`src/rtl/jk_shift_pkg.sv`:
```
// jk_shift_pkg: command and FSM state encodings shared by the jk_shift_register slice.
package jk_shift_pkg;
    typedef enum logic [2:0] {
        HOLD   = 3'd0,
        LOAD   = 3'd1,
        SHL    = 3'd2,
        SHR    = 3'd3,
        JK     = 3'd4,
        ROTL_N = 3'd5,
        ROTR_N = 3'd6,
        CLEAR  = 3'd7
    } op_e;
    typedef enum logic {
        IDLE = 1'b0,
        ROT  = 1'b1
    } state_e;
endpackage

```
`src/rtl/jk_shift_register_if.sv`:
```
// jk_shift_register_if: command/status bundle; q_shadow exists only with JK_SHIFT_SHADOW_EN.
interface jk_shift_register_if #(
    parameter int WIDTH = 8
);
    localparam int AMT_W = $clog2(WIDTH);
    logic             op_valid;
    logic [2:0]       op;
    logic [WIDTH-1:0] d;
    logic [WIDTH-1:0] j;
    logic [WIDTH-1:0] k;
    logic             sin;
    logic [AMT_W-1:0] amt;
    logic [WIDTH-1:0] q;
    logic [WIDTH-1:0] invq;
    logic             sout;
    logic             busy;
    logic             done;
`ifdef JK_SHIFT_SHADOW_EN
    logic [WIDTH-1:0] q_shadow;
`endif
    modport master (
        output op_valid, op, d, j, k, sin, amt,
        input  q, invq, sout, busy, done
`ifdef JK_SHIFT_SHADOW_EN
        , input q_shadow
`endif
    );
    modport slave (
        input  op_valid, op, d, j, k, sin, amt,
        output q, invq, sout, busy, done
`ifdef JK_SHIFT_SHADOW_EN
        , output q_shadow
`endif
    );
endinterface

```
`src/rtl/jk_bit_cell.sv`:
```
// jk_bit_cell: one JK flip-flop whose next state can be overridden by a load value.
module jk_bit_cell (
    input  logic clk,
    input  logic r,
    input  logic en_i,
    input  logic ld_i,
    input  logic ld_val_i,
    input  logic j_i,
    input  logic k_i,
    output logic q_o
);
    logic q_q, q_d;
    always_comb begin
        q_d = !en_i ? q_q : ld_i ? ld_val_i : (j_i & k_i) ? ~q_q : j_i ? 1'b1 : k_i ? 1'b0 : q_q;
    end
    always_ff @(posedge clk or negedge r) begin
        if (!r) q_q <= 1'b0;
        else    q_q <= q_d;
    end
    assign q_o = q_q;
endmodule

```
`src/rtl/jk_shift_register.sv`:
```
// jk_shift_register: WIDTH-bit load/shift/JK/clear register with multi-cycle rotate-by-N.
// Define JK_SHIFT_SHADOW_EN to add q_shadow, which only follows q on done cycles.
module jk_shift_register
    import jk_shift_pkg::*;
#(
    parameter int WIDTH = 8
) (
    input logic clk,
    input logic r,
    jk_shift_register_if.slave bus
);
    localparam int AMT_W = $clog2(WIDTH);
    state_e           state_q;
    logic [AMT_W-1:0] cnt_q;
    logic             dir_q, busy_q, done_q, sout_q;
    logic [WIDTH-1:0] q, ld_val, rl, rr;
    logic             accept, rot, ld, en;
    op_e              op_c;
    assign rl = {q[WIDTH-2:0], q[WIDTH-1]};
    assign rr = {q[0], q[WIDTH-1:1]};
    always_comb begin
        op_c   = op_e'(bus.op);
        accept = bus.op_valid & ~busy_q;
        rot    = state_q == ROT;
        ld     = rot | (accept & (op_c inside {LOAD, SHL, SHR, CLEAR}));
        en     = ld | (accept & (op_c == JK));
        ld_val = rot ? (dir_q ? rr : rl) :
                 op_c == LOAD ? bus.d :
                 op_c == SHL  ? {q[WIDTH-2:0], bus.sin} :
                 op_c == SHR  ? {bus.sin, q[WIDTH-1:1]} : '0;
    end
    // Every bit shares the same enable/override; only the data and J/K differ per bit.
    for (genvar b = 0; b < WIDTH; b++) begin : g_cell
        jk_bit_cell u_cell (
            .clk      (clk),
            .r        (r),
            .en_i     (en),
            .ld_i     (ld),
            .ld_val_i (ld_val[b]),
            .j_i      (bus.j[b]),
            .k_i      (bus.k[b]),
            .q_o      (q[b])
        );
    end
    always_ff @(posedge clk or negedge r) begin
        if (!r) begin
            state_q <= IDLE;
            cnt_q   <= '0;
            dir_q   <= 1'b0;
            busy_q  <= 1'b0;
            done_q  <= 1'b0;
            sout_q  <= 1'b0;
        end else begin
            done_q <= 1'b0;
            if (state_q == ROT) begin
                sout_q <= dir_q ? q[0] : q[WIDTH-1];
                cnt_q  <= cnt_q - AMT_W'(1);
                if (cnt_q == AMT_W'(1)) begin
                    state_q <= IDLE;
                    busy_q  <= 1'b0;
                    done_q  <= 1'b1;
                end
            end else if (accept) begin
                if (op_c == SHL) sout_q <= q[WIDTH-1];
                if (op_c == SHR) sout_q <= q[0];
                if ((op_c == ROTL_N || op_c == ROTR_N) && bus.amt != '0) begin
                    cnt_q   <= bus.amt;
                    dir_q   <= op_c == ROTR_N;
                    state_q <= ROT;
                    busy_q  <= 1'b1;
                end else begin
                    done_q <= 1'b1;
                end
            end
        end
    end
`ifdef JK_SHIFT_SHADOW_EN
    logic [WIDTH-1:0] shadow_q;
    always_ff @(posedge clk or negedge r) begin
        if (!r)          shadow_q <= '0;
        else if (done_q) shadow_q <= q;
    end
    assign bus.q_shadow = shadow_q;
`endif
    assign bus.q    = q;
    assign bus.invq = ~q;
    assign bus.sout = sout_q;
    assign bus.busy = busy_q;
    assign bus.done = done_q;
endmodule

```
`src/flat_wrapper.sv`:
```
// flat-port wrapper written by rule: the top's interface ports become plain ports
module jk_shift_register_flat import jk_shift_pkg::*;
#(
    parameter int WIDTH = 8
)
  (clk, r, bus_op_valid, bus_op, bus_d, bus_j, bus_k, bus_sin, bus_amt, bus_q, bus_invq, bus_sout, bus_busy, bus_done);
  jk_shift_register_if #(.WIDTH(WIDTH)) bus_i ();
  input logic clk;
  input logic r;
  input wire logic [$bits(bus_i.op_valid)-1:0] bus_op_valid;
  input wire logic [$bits(bus_i.op)-1:0] bus_op;
  input wire logic [$bits(bus_i.d)-1:0] bus_d;
  input wire logic [$bits(bus_i.j)-1:0] bus_j;
  input wire logic [$bits(bus_i.k)-1:0] bus_k;
  input wire logic [$bits(bus_i.sin)-1:0] bus_sin;
  input wire logic [$bits(bus_i.amt)-1:0] bus_amt;
  output wire logic [$bits(bus_i.q)-1:0] bus_q;
  output wire logic [$bits(bus_i.invq)-1:0] bus_invq;
  output wire logic [$bits(bus_i.sout)-1:0] bus_sout;
  output wire logic [$bits(bus_i.busy)-1:0] bus_busy;
  output wire logic [$bits(bus_i.done)-1:0] bus_done;
  assign bus_i.op_valid = bus_op_valid;
  assign bus_i.op = bus_op;
  assign bus_i.d = bus_d;
  assign bus_i.j = bus_j;
  assign bus_i.k = bus_k;
  assign bus_i.sin = bus_sin;
  assign bus_i.amt = bus_amt;
  assign bus_q = bus_i.q;
  assign bus_invq = bus_i.invq;
  assign bus_sout = bus_i.sout;
  assign bus_busy = bus_i.busy;
  assign bus_done = bus_i.done;
  jk_shift_register #(.WIDTH(WIDTH)) u_core (.clk(clk), .r(r), .bus(bus_i));
endmodule
```
`config.mk`:
```
export PLATFORM = sky130hd
export DESIGN_NAME = jk_shift_register_flat
export DESIGN_NICKNAME = d
export VERILOG_FILES = /design/src/rtl/jk_shift_pkg.sv /design/src/rtl/jk_shift_register_if.sv /design/src/rtl/jk_bit_cell.sv /design/src/rtl/jk_shift_register.sv /design/src/flat_wrapper.sv
export SDC_FILE = /design/constraint.sdc
export NUM_CORES = 1
export LEC_CHECK = 0
export CAP_MARGIN = 20
export CORE_ASPECT_RATIO = 1.4
export CORE_MARGIN = 2
export CORE_UTILIZATION = 65
export CTS_CLUSTER_SIZE = 10
export DETAILED_ROUTE_END_ITERATION = 8
export DONT_BUFFER_PORTS = 1
export PLACE_DENSITY = 0.88
export SLEW_MARGIN = 20
export SYNTH_ARGS = -nofsm -noshare
export SYNTH_HDL_FRONTEND = slang
export SYNTH_HIERARCHICAL = 1
export SYNTH_SLANG_ARGS = --single-unit
```
`constraint.sdc`:
```
create_clock -name clk -period 2.8 [get_ports clk]
set_input_delay 0.56 -clock clk [delete_from_list [all_inputs] [get_ports clk]]
set_output_delay 0.56 -clock clk [all_outputs]
set_load 0.005 [all_outputs]
```
# Word level (Yosys, flattened, before mapping)
# Cells that the tools add are included.
# totals
output_inout_bits	19
in_bits	34
wordCells	132
regBits	16
# op_classes
n_reduce_logical	27
n_bitwise	24
n_eq_ne	9
n_addsub	1
muxes	57
# ops
cell	n
$mux W1	49
$mux W8	5
$reduce_bool A4 Y1	9
$reduce_and A2 Y1	10
$eq A3 B3 Y1 const B	4
$and A1 B1 Y1	11
$not A1 Y1	10
$mux W3	3
$not A8 Y8	1
$eq A3 B1 Y1 const B	2
$eq A3 B2 Y1 const B	2
$reduce_and A3 Y1	2
$reduce_bool A3 Y1	2
$reduce_bool A2 Y1	2
$sub A3 B1 Y3 const B	1
$ne A2 B2 Y1 const B	1
$or A1 B1 Y1	2
$logic_and A1 B1 Y1	1
$logic_or A1 B1 Y1	1

# Logic depth before layout (Yosys ltp)
# Gate-level depths: netlist of the first run.
# depth
depth_word	6
ltp_mapped	7
ltp_nobuf	5

# By module
# Netlist of the first run, hierarchy kept.
# modules_own_cells
mod	area_each_um2	instances	cells_each	seq_area_each_um2
jk_shift_register	900.9	1	102	200.2
jk_bit_cell	58.8	8	5	25.0

# Worst setup path after synthesis of the first run
# Ideal clock, no wire load.
# synth_path
kind	input to register
start	input port bus_op[0]
end	register u_core.g_cell[7].u_cell.q_q
arrival_time_ns	1.810
stages	7
n_path_buf	2
slack_ns	0.870
setup_time_ns	0.120
required_ns	2.680
path_cell_list	buf_2 > buf_2 > nor3_1 > a21oi_1 > a21o_1 > nand4b_1 > o211a_1
# synth_between
elab_chain_len	6
elab_cells_between_ends	17
classes_between	eq/ne: 5; mux: 5; bitwise: 4; reduce/logical: 3
# synth_lines
item	line_no	rtl
start, declared	flat_wrapper.sv:11	input wire logic [$bits(bus_i.op)-1:0] bus_op;
$eq A3 B1 Y1, or another cell as far along	jk_shift_register.sv:25	ld = rot | (accept & (op_c inside {LOAD, SHL, SHR, CLEAR}));
$reduce_bool A4 Y1	jk_shift_register.sv:25	
$and A1 B1 Y1	jk_shift_register.sv:25	
$or A1 B1 Y1	jk_shift_register.sv:25	
$or A1 B1 Y1 (*)	jk_shift_register.sv:26	en = ld | (accept & (op_c == JK));
named net u_core.en	jk_shift_register.sv:17	logic accept, rot, ld, en;
$reduce_and A2 Y1 (no source line) (*)	-	
end signal, assigned	jk_bit_cell.sv:18	else q_q <= q_d;
end, declared	jk_bit_cell.sv:12	logic q_q, q_d;
# The timed path passes the listed nets; every way through them passes the cells marked *.
# A chain may end at the register's enable or synchronous reset.

# Final worst setup path of the first run
# layout_path
start	register u_core.busy_q (netlist: u_core/bus.busy)
end	register u_core.g_cell[6].u_cell.q_q
# layout_between
elab_chain_len	6
elab_cells_between_ends	9
classes_between	mux: 1; bitwise: 6; reduce/logical: 2
# layout_lines
item	line_no	rtl
start, declared	jk_shift_register.sv:15	logic dir_q, busy_q, done_q, sout_q;
start signal, assigned	jk_shift_register.sv:50	busy_q <= 1'b0;
start signal, assigned	jk_shift_register.sv:60	busy_q <= 1'b0;
start signal, assigned	jk_shift_register.sv:70	busy_q <= 1'b1;
$not A1 Y1 (*)	jk_shift_register.sv:23	accept = bus.op_valid & ~busy_q;
$and A1 B1 Y1 (*)	jk_shift_register.sv:23	
$and A1 B1 Y1	jk_shift_register.sv:25	
$or A1 B1 Y1	jk_shift_register.sv:25	
$or A1 B1 Y1 (*)	jk_shift_register.sv:26	
named net u_core.en	jk_shift_register.sv:17	
$reduce_and A2 Y1 (no source line) (*)	-	
end signal, assigned	jk_bit_cell.sv:18	
end, declared	jk_bit_cell.sv:12	
# Marked as above.

==> results of run 1 <==
==> stage by stage <==
| step | instance area, um2 | std cells | util |
|---|---|---|---|
| 6_report | 1410 | 160 | 0.7146 |
| 5_1_grt | 1410 | 160 | 0.7146 |
| 3_5_place_dp | 1364 | 155 | 0.6912 |
| 4_1_cts | 1410 | 160 | 0.7146 |
| 2_1_floorplan | 1371 | 142 | - |
| 3_3_place_gp | 1364 | 155 | 0.6912 |
==> where the power goes <==
| group | switching (W) | internal, W |
|---|---|---|
| Combinational | 0.000349 | 0.000381 |
| Clock | 0.0000736 | 0.0000790 |
| Sequential | 0.000212 | 0.000344 |
==> worst max-delay path: cells and delay by family, from the launching register on <==
family	cells	cell delay (ns)
AOI/OAI and AO/OA	2	0.78
DFF	1	0.45
and+or+nand+nor	2	0.43
==> layer usage <==
| layer | routed length (um) | part of all wire |
|---|---|---|
| met5 | 0 | 0 |
| met2 | 1646 | 0.54 |
| met3 | 246 | 0.080 |
| met1 | 1162 | 0.38 |
| met4 | 20 | 0.0065 |
==> cells in the mapped netlist (2+ instances only) <==
library cell,n
a21o_1,2
a221o_1,2
a22o_1,8
a41oi_1,2
buf_2,3
clkbuf_1,5
dfrtp_1,16
ha_1,2
inv_1,11
mux2_2,10
mux2i_1,10
nand2_1,5
nand3b_1,8
nand4b_1,8
nor2_1,4
nor2b_1,2
nor3b_1,2
o211a_1,8
o21a_1,8
o21ai_0,4
o2bb2ai_1,9
==> worst max path at each step <==
stage / startpoint / to / slack, ns / cells after the start
2_1_floorplan: bus_op[0] / u_core/g_cell[7].u_cell/q_o$_DFFE_PN0P_ / 0.87 / 7
3_3_place_gp: bus_op[1] / u_core/g_cell[7].u_cell/q_o$_DFFE_PN0P_ / 0.91 / 5
3_5_place_dp: bus_op[1] / u_core/g_cell[3].u_cell/q_o$_DFFE_PN0P_ / 0.84 / 5
4_1_cts: u_core/bus.busy$_DFFE_PN0P_ / u_core/g_cell[3].u_cell/q_o$_DFFE_PN0P_ / 1.02 / 4
5_1_grt: u_core/bus.busy$_DFFE_PN0P_ / u_core/g_cell[2].u_cell/q_o$_DFFE_PN0P_ / 0.84 / 4
6_report: u_core/bus.busy$_DFFE_PN0P_ / u_core/g_cell[6].u_cell/q_o$_DFFE_PN0P_ / 1.03 / 4
==> logic make-up after synthesis <==
family / after synthesis
compound gates: 45
simple gates: 37
mux: 21
buf+inv: 19
flops: 16
xor+xnor: 2
fa+ha+maj: 2
==> final cells by class <==
type / count / area [um2] / area share
sequential: 16 / 400.4 / 0.2839
multi-input combinational: 107 / 895.9 / 0.6353
clock buffer: 4 / 36.28 / 0.02573
timing repair buffer: 1 / 10.01 / 0.007099
inverter: 11 / 41.29 / 0.02928
tap: 21 / 26.28 / 0.01863
==> sequential cells by signal, indices dropped and copies added, names as in the netlist <==
register	flops
u_core/bus.sout	1
u_core/bus.busy	1
u_core/cnt_q	3
u_core/g_cell.u_cell/q_o	8
u_core/dir_q	1
u_core/bus.done	1
u_core/rot	1
==> what timing repair did <==
item	in CTS	in global routing
resized for setup	0	0
hold endpoints to repair	16	0
hold buffers	1	0
==> reports/metrics.cfg, run 1 <==
[finish]
layout_common_cells=16 x dfrtp_1, 11 x inv_1, 10 x mux2_2, 10 x mux2i_1, 9 x o2bb2ai_1
num-fill-cells=155
final_layout_size_suffix_gt1_frac=0.1079
layout_commonest_cell=dfrtp_1
diodes=0
finalNetCount=176
synthToLayoutAreaGrowth_pct=2.828

[worst_setup_path]
rr_worst_depth=4
crit_type=reg -> reg
cp-start-kind=flip-flop
r2r_slack_ns=1.03
rr_startpoint=u_core/bus.busy$_DFFE_PN0P_
path_cells=nor2b_1, a21o_1, nand4b_1, o211a_1
cpMaxStageDelayCell=a21o_1
worst-path-max-fanout=24
max_stage_delay_ns=0.61
critPathRequiredTime_ns=2.97
cp.arrival_ns=1.94
endpoint_kind=flip-flop
timing.rr.end=u_core/g_cell[6].u_cell/q_o$_DFFE_PN0P_

[floorplanning]
start_util=0.6950
io_pins=53
rows=19
die_w_um=42.82
die-area_um2=2498
coreArea_um2=1973
die_height_um=58.35

[clock_network]
clock-sinks=16
post-cts-setup-buffers=0
htreeDepth=1
clockBufferDepth=2
cts_root_buf=clkbuf_4
clock_latency_ns=0.28
clk_pin_slew_worst_paths_ns=0.10
cts_buffers=3
cts_tree=yes

[global_routing]
grt_max_degree=25
met2_usage=0.4935
grt_overflow=0
first_global_vias=1141
grt_util_met3=0.05521
grt_use_total=0.2585
antenna_found_initial=0
grt_pass1_wl_um=5050
use_met1=0.2885
top_usage_layer=met2

[run_status]
outcome=complete, no violations

[pwr]
p_leak_nw=0.5990
max-vdd-ir-drop_mv=0.5988
p_total_w=0.001439
power_density_nw_per_um2=1020

[logic_synthesis]
syn_inst=142
syn_area_um2=1371
synth_fa_ha_area_frac=0.01825
synth_edf_count=0
synth_xor_area_frac=0.01825
synthDistinctLibCells=34
synth_top_family_by_area=compound AO/OA/AOI/OAI gates
ys.flop_type=dfrtp_1
synth_nets=178
yosys_warnings=6
synthSimpleGateAreaFrac=0.1788
synth_compound_area_frac=0.2746
yosys.area.top_type=dfrtp_1
ys_seq_area_frac=0.2920
yosys_register_bits=16
synth_area_leaders=dfrtp_1 29%, mux2_2 8.2%, mux2i_1 7.3%
async_reset_ff_frac=1.000
synth_mux_area_frac=0.1633
syn_area_per_cell_um2=9.657
synth_top_area_frac=0.2920

[routing]
postRouteAntennaNets=0
routedWlPerCell_um=19.23
drt_iter0_drc=17
via_per_inst=7.169
drc=0
drt-total-wl_um=3076
vias=1147
dr.pass1.iters=4

[sta]
setup_ws_ns=1.032
finalSetupTns_ns=0
fin_worst_skew_ns=0.001864
rsz0062_at_grt=no
fmax_mhz=565.5
tightest_slew_ns=0.7482
hold_violations=0
finalSetupViolations=0
maxSlewHeadroom=0.4996
worst_hold_slack_ns=0.4215
report.final.slew_viol_count=0
period_minus_slack_ns=1.768
timing.final.crit_share=0.6316

[min_path]
hold_depth=2
worstHoldStart=bus_op_valid
worstHoldEndpoint=u_core/bus.busy$_DFFE_PN0P_
min_path_type=in -> reg

[placed_design]
io_buffers=0
hpwl_um=2217
gp_congestion=0.7873
pre_cts_slack_ns=0.8374

[run]
maxCapViolCount=0

Power figures use the tool's default switching activity.
==> run 2, diff against run 1 <==
Settings changed: CORE_UTILIZATION 65 to 63, PLACE_DENSITY 0.88 to 0.86.
Clock period 2.8 ns to 1.7 ns, I/O delays scaled along.
==> reports/metrics.cfg, run 2 (synthesis gave the netlist of run 1 again) <==
[routing]
vias=1203
via_per_inst=7.161
postRouteAntennaNets=0
routedWlPerCell_um=18.99
drt-total-wl_um=3190
dr.pass1.iters=4
drt_iter0_drc=37
drc=0

[floorplanning]
rows=20
io_pins=53
die_height_um=59.20
die-area_um2=2571
die_w_um=43.43
coreArea_um2=2127
start_util=0.6447

[worst_setup_path]
critPathRequiredTime_ns=1.87
endpoint_kind=flip-flop
crit_type=reg -> reg
r2r_slack_ns=0.11
cp.arrival_ns=1.76
rr_startpoint=u_core/bus.busy$_DFFE_PN0P_
rr_worst_depth=4
timing.rr.end=u_core/g_cell[3].u_cell/q_o$_DFFE_PN0P_
worst-path-max-fanout=24
crit_end=u_core/g_cell[3].u_cell/q_o$_DFFE_PN0P_
worstSetupStartpoint=u_core/bus.busy$_DFFE_PN0P_
cp-start-kind=flip-flop

[clock_network]
clock_latency_ns=0.28
htreeDepth=1
cts_buffers=3
ctsResizeCount=0
clock-sinks=16
post-cts-setup-buffers=0
clockBufferDepth=2
cts_hold_buf=1
clk_pin_slew_worst_paths_ns=0.09
cts_root_buf=clkbuf_4
cts_tree=yes

[sta]
period_minus_slack_ns=1.593
rsz0062_at_grt=no
fmax_mhz=627.9
finalSetupViolations=0
fin_worst_skew_ns=0.01079
timing.final.crit_share=0.9368
report.final.slew_viol_count=0
tightest_slew_ns=0.7753
worst_hold_slack_ns=0.1985
maxSlewHeadroom=0.4814
finalSetupTns_ns=0
setup_ws_ns=0.1074
hold_violations=0

[finish]
layout_commonest_cell=dfrtp_1
fin_area_um2=1459
finalNetCount=184
synthToLayoutAreaGrowth_pct=6.387
layout.cells.non_filler=168
final_layout_size_suffix_gt1_frac=0.1575
diodes=0
largest_reg_flops=8
layout_common_cells=16 x dfrtp_1, 11 x inv_1, 10 x mux2_2, 10 x mux2i_1, 9 x o2bb2ai_1

[global_routing]
grt_max_degree=25
antenna_found_initial=0
grt_overflow=0
grt_pass1_wl_um=5126
first_global_vias=1187
grt_use_total=0.2618

[run_status]
outcome=complete, no violations

[pwr]
power_density_nw_per_um2=1692
max-vdd-ir-drop_mv=1.088
p_leak_nw=0.6279

[run]
maxCapViolCount=0

[min_path]
min_path_type=in -> reg

[placed_design]
io_buffers=0
hpwl_um=2312
gp_congestion=0.8355
dpl_cell_area_um2=1426
dp_cells=164
pre_cts_slack_ns=0.1260

## run 2: changes by cell type in the layout (fill, tap and decap cells not counted)
cell,before,now
buf_4,0,8
clkbuf_8,1,0
a21o_2,0,1
a21o_1,2,1
## run 2: where the power goes
part	internal, W	total (W)	switching [W]
registers	0.000568	0.000815	0.000247
clock network	0.0000822	0.000196	0.000114
logic	0.000742	0.00146	0.000715
total	0.00139	0.00247	0.00108
## run 2: metrics by stage
stage	util	total power (W)
final	0.6859	0.002469
after CTS	0.6859	0.002477
after detailed placement	0.6706	0.002265
after global placement	0.6706	0.002190
after floorplan	-	0.001867
after global routing	0.6859	0.002667
## run 2: routing by layer
metal  up-vias  routed length, um  track usage
met5         -                  0            0
met4         0                 62       0.1126
met3         6                204      0.07317
met2        46               1672       0.4478
met1       595               1250       0.3019
li1        556                  -            -
## run 2: how the worst min path moves through the flow
stage,from,depth (start not counted),endpoint,slack [ns]
floorplan,r,0,u_core/bus.busy$_DFFE_PN0P_,0.04
global placement,r,0,u_core/bus.done$_DFF_PN0_,0.04
detailed placement,r,0,u_core/bus.done$_DFF_PN0_,0.04
CTS,bus_amt[1],1,u_core/cnt_q[1]$_DFFE_PN0P_,0.19
global route,bus_amt[1],1,u_core/cnt_q[1]$_DFFE_PN0P_,0.19
finish,bus_amt[1],1,u_core/cnt_q[1]$_DFFE_PN0P_,0.20
## run 2: worst max-delay path, cell delays in order (launching register included)
cell and delay (ns):
dfrtp_1 0.45, nor2b_1 0.28, a21o_2 0.45, nand4b_1 0.16
o211a_1 0.15
## run 2: cell type report
cell class	instances	area, um2
fill	176	668.1
clock buffer	3	22.52
sequential	16	400.4
multi-input combinational	107	897.1
tap	22	27.53
timing repair buffer	9	70.07
inverter	11	41.29
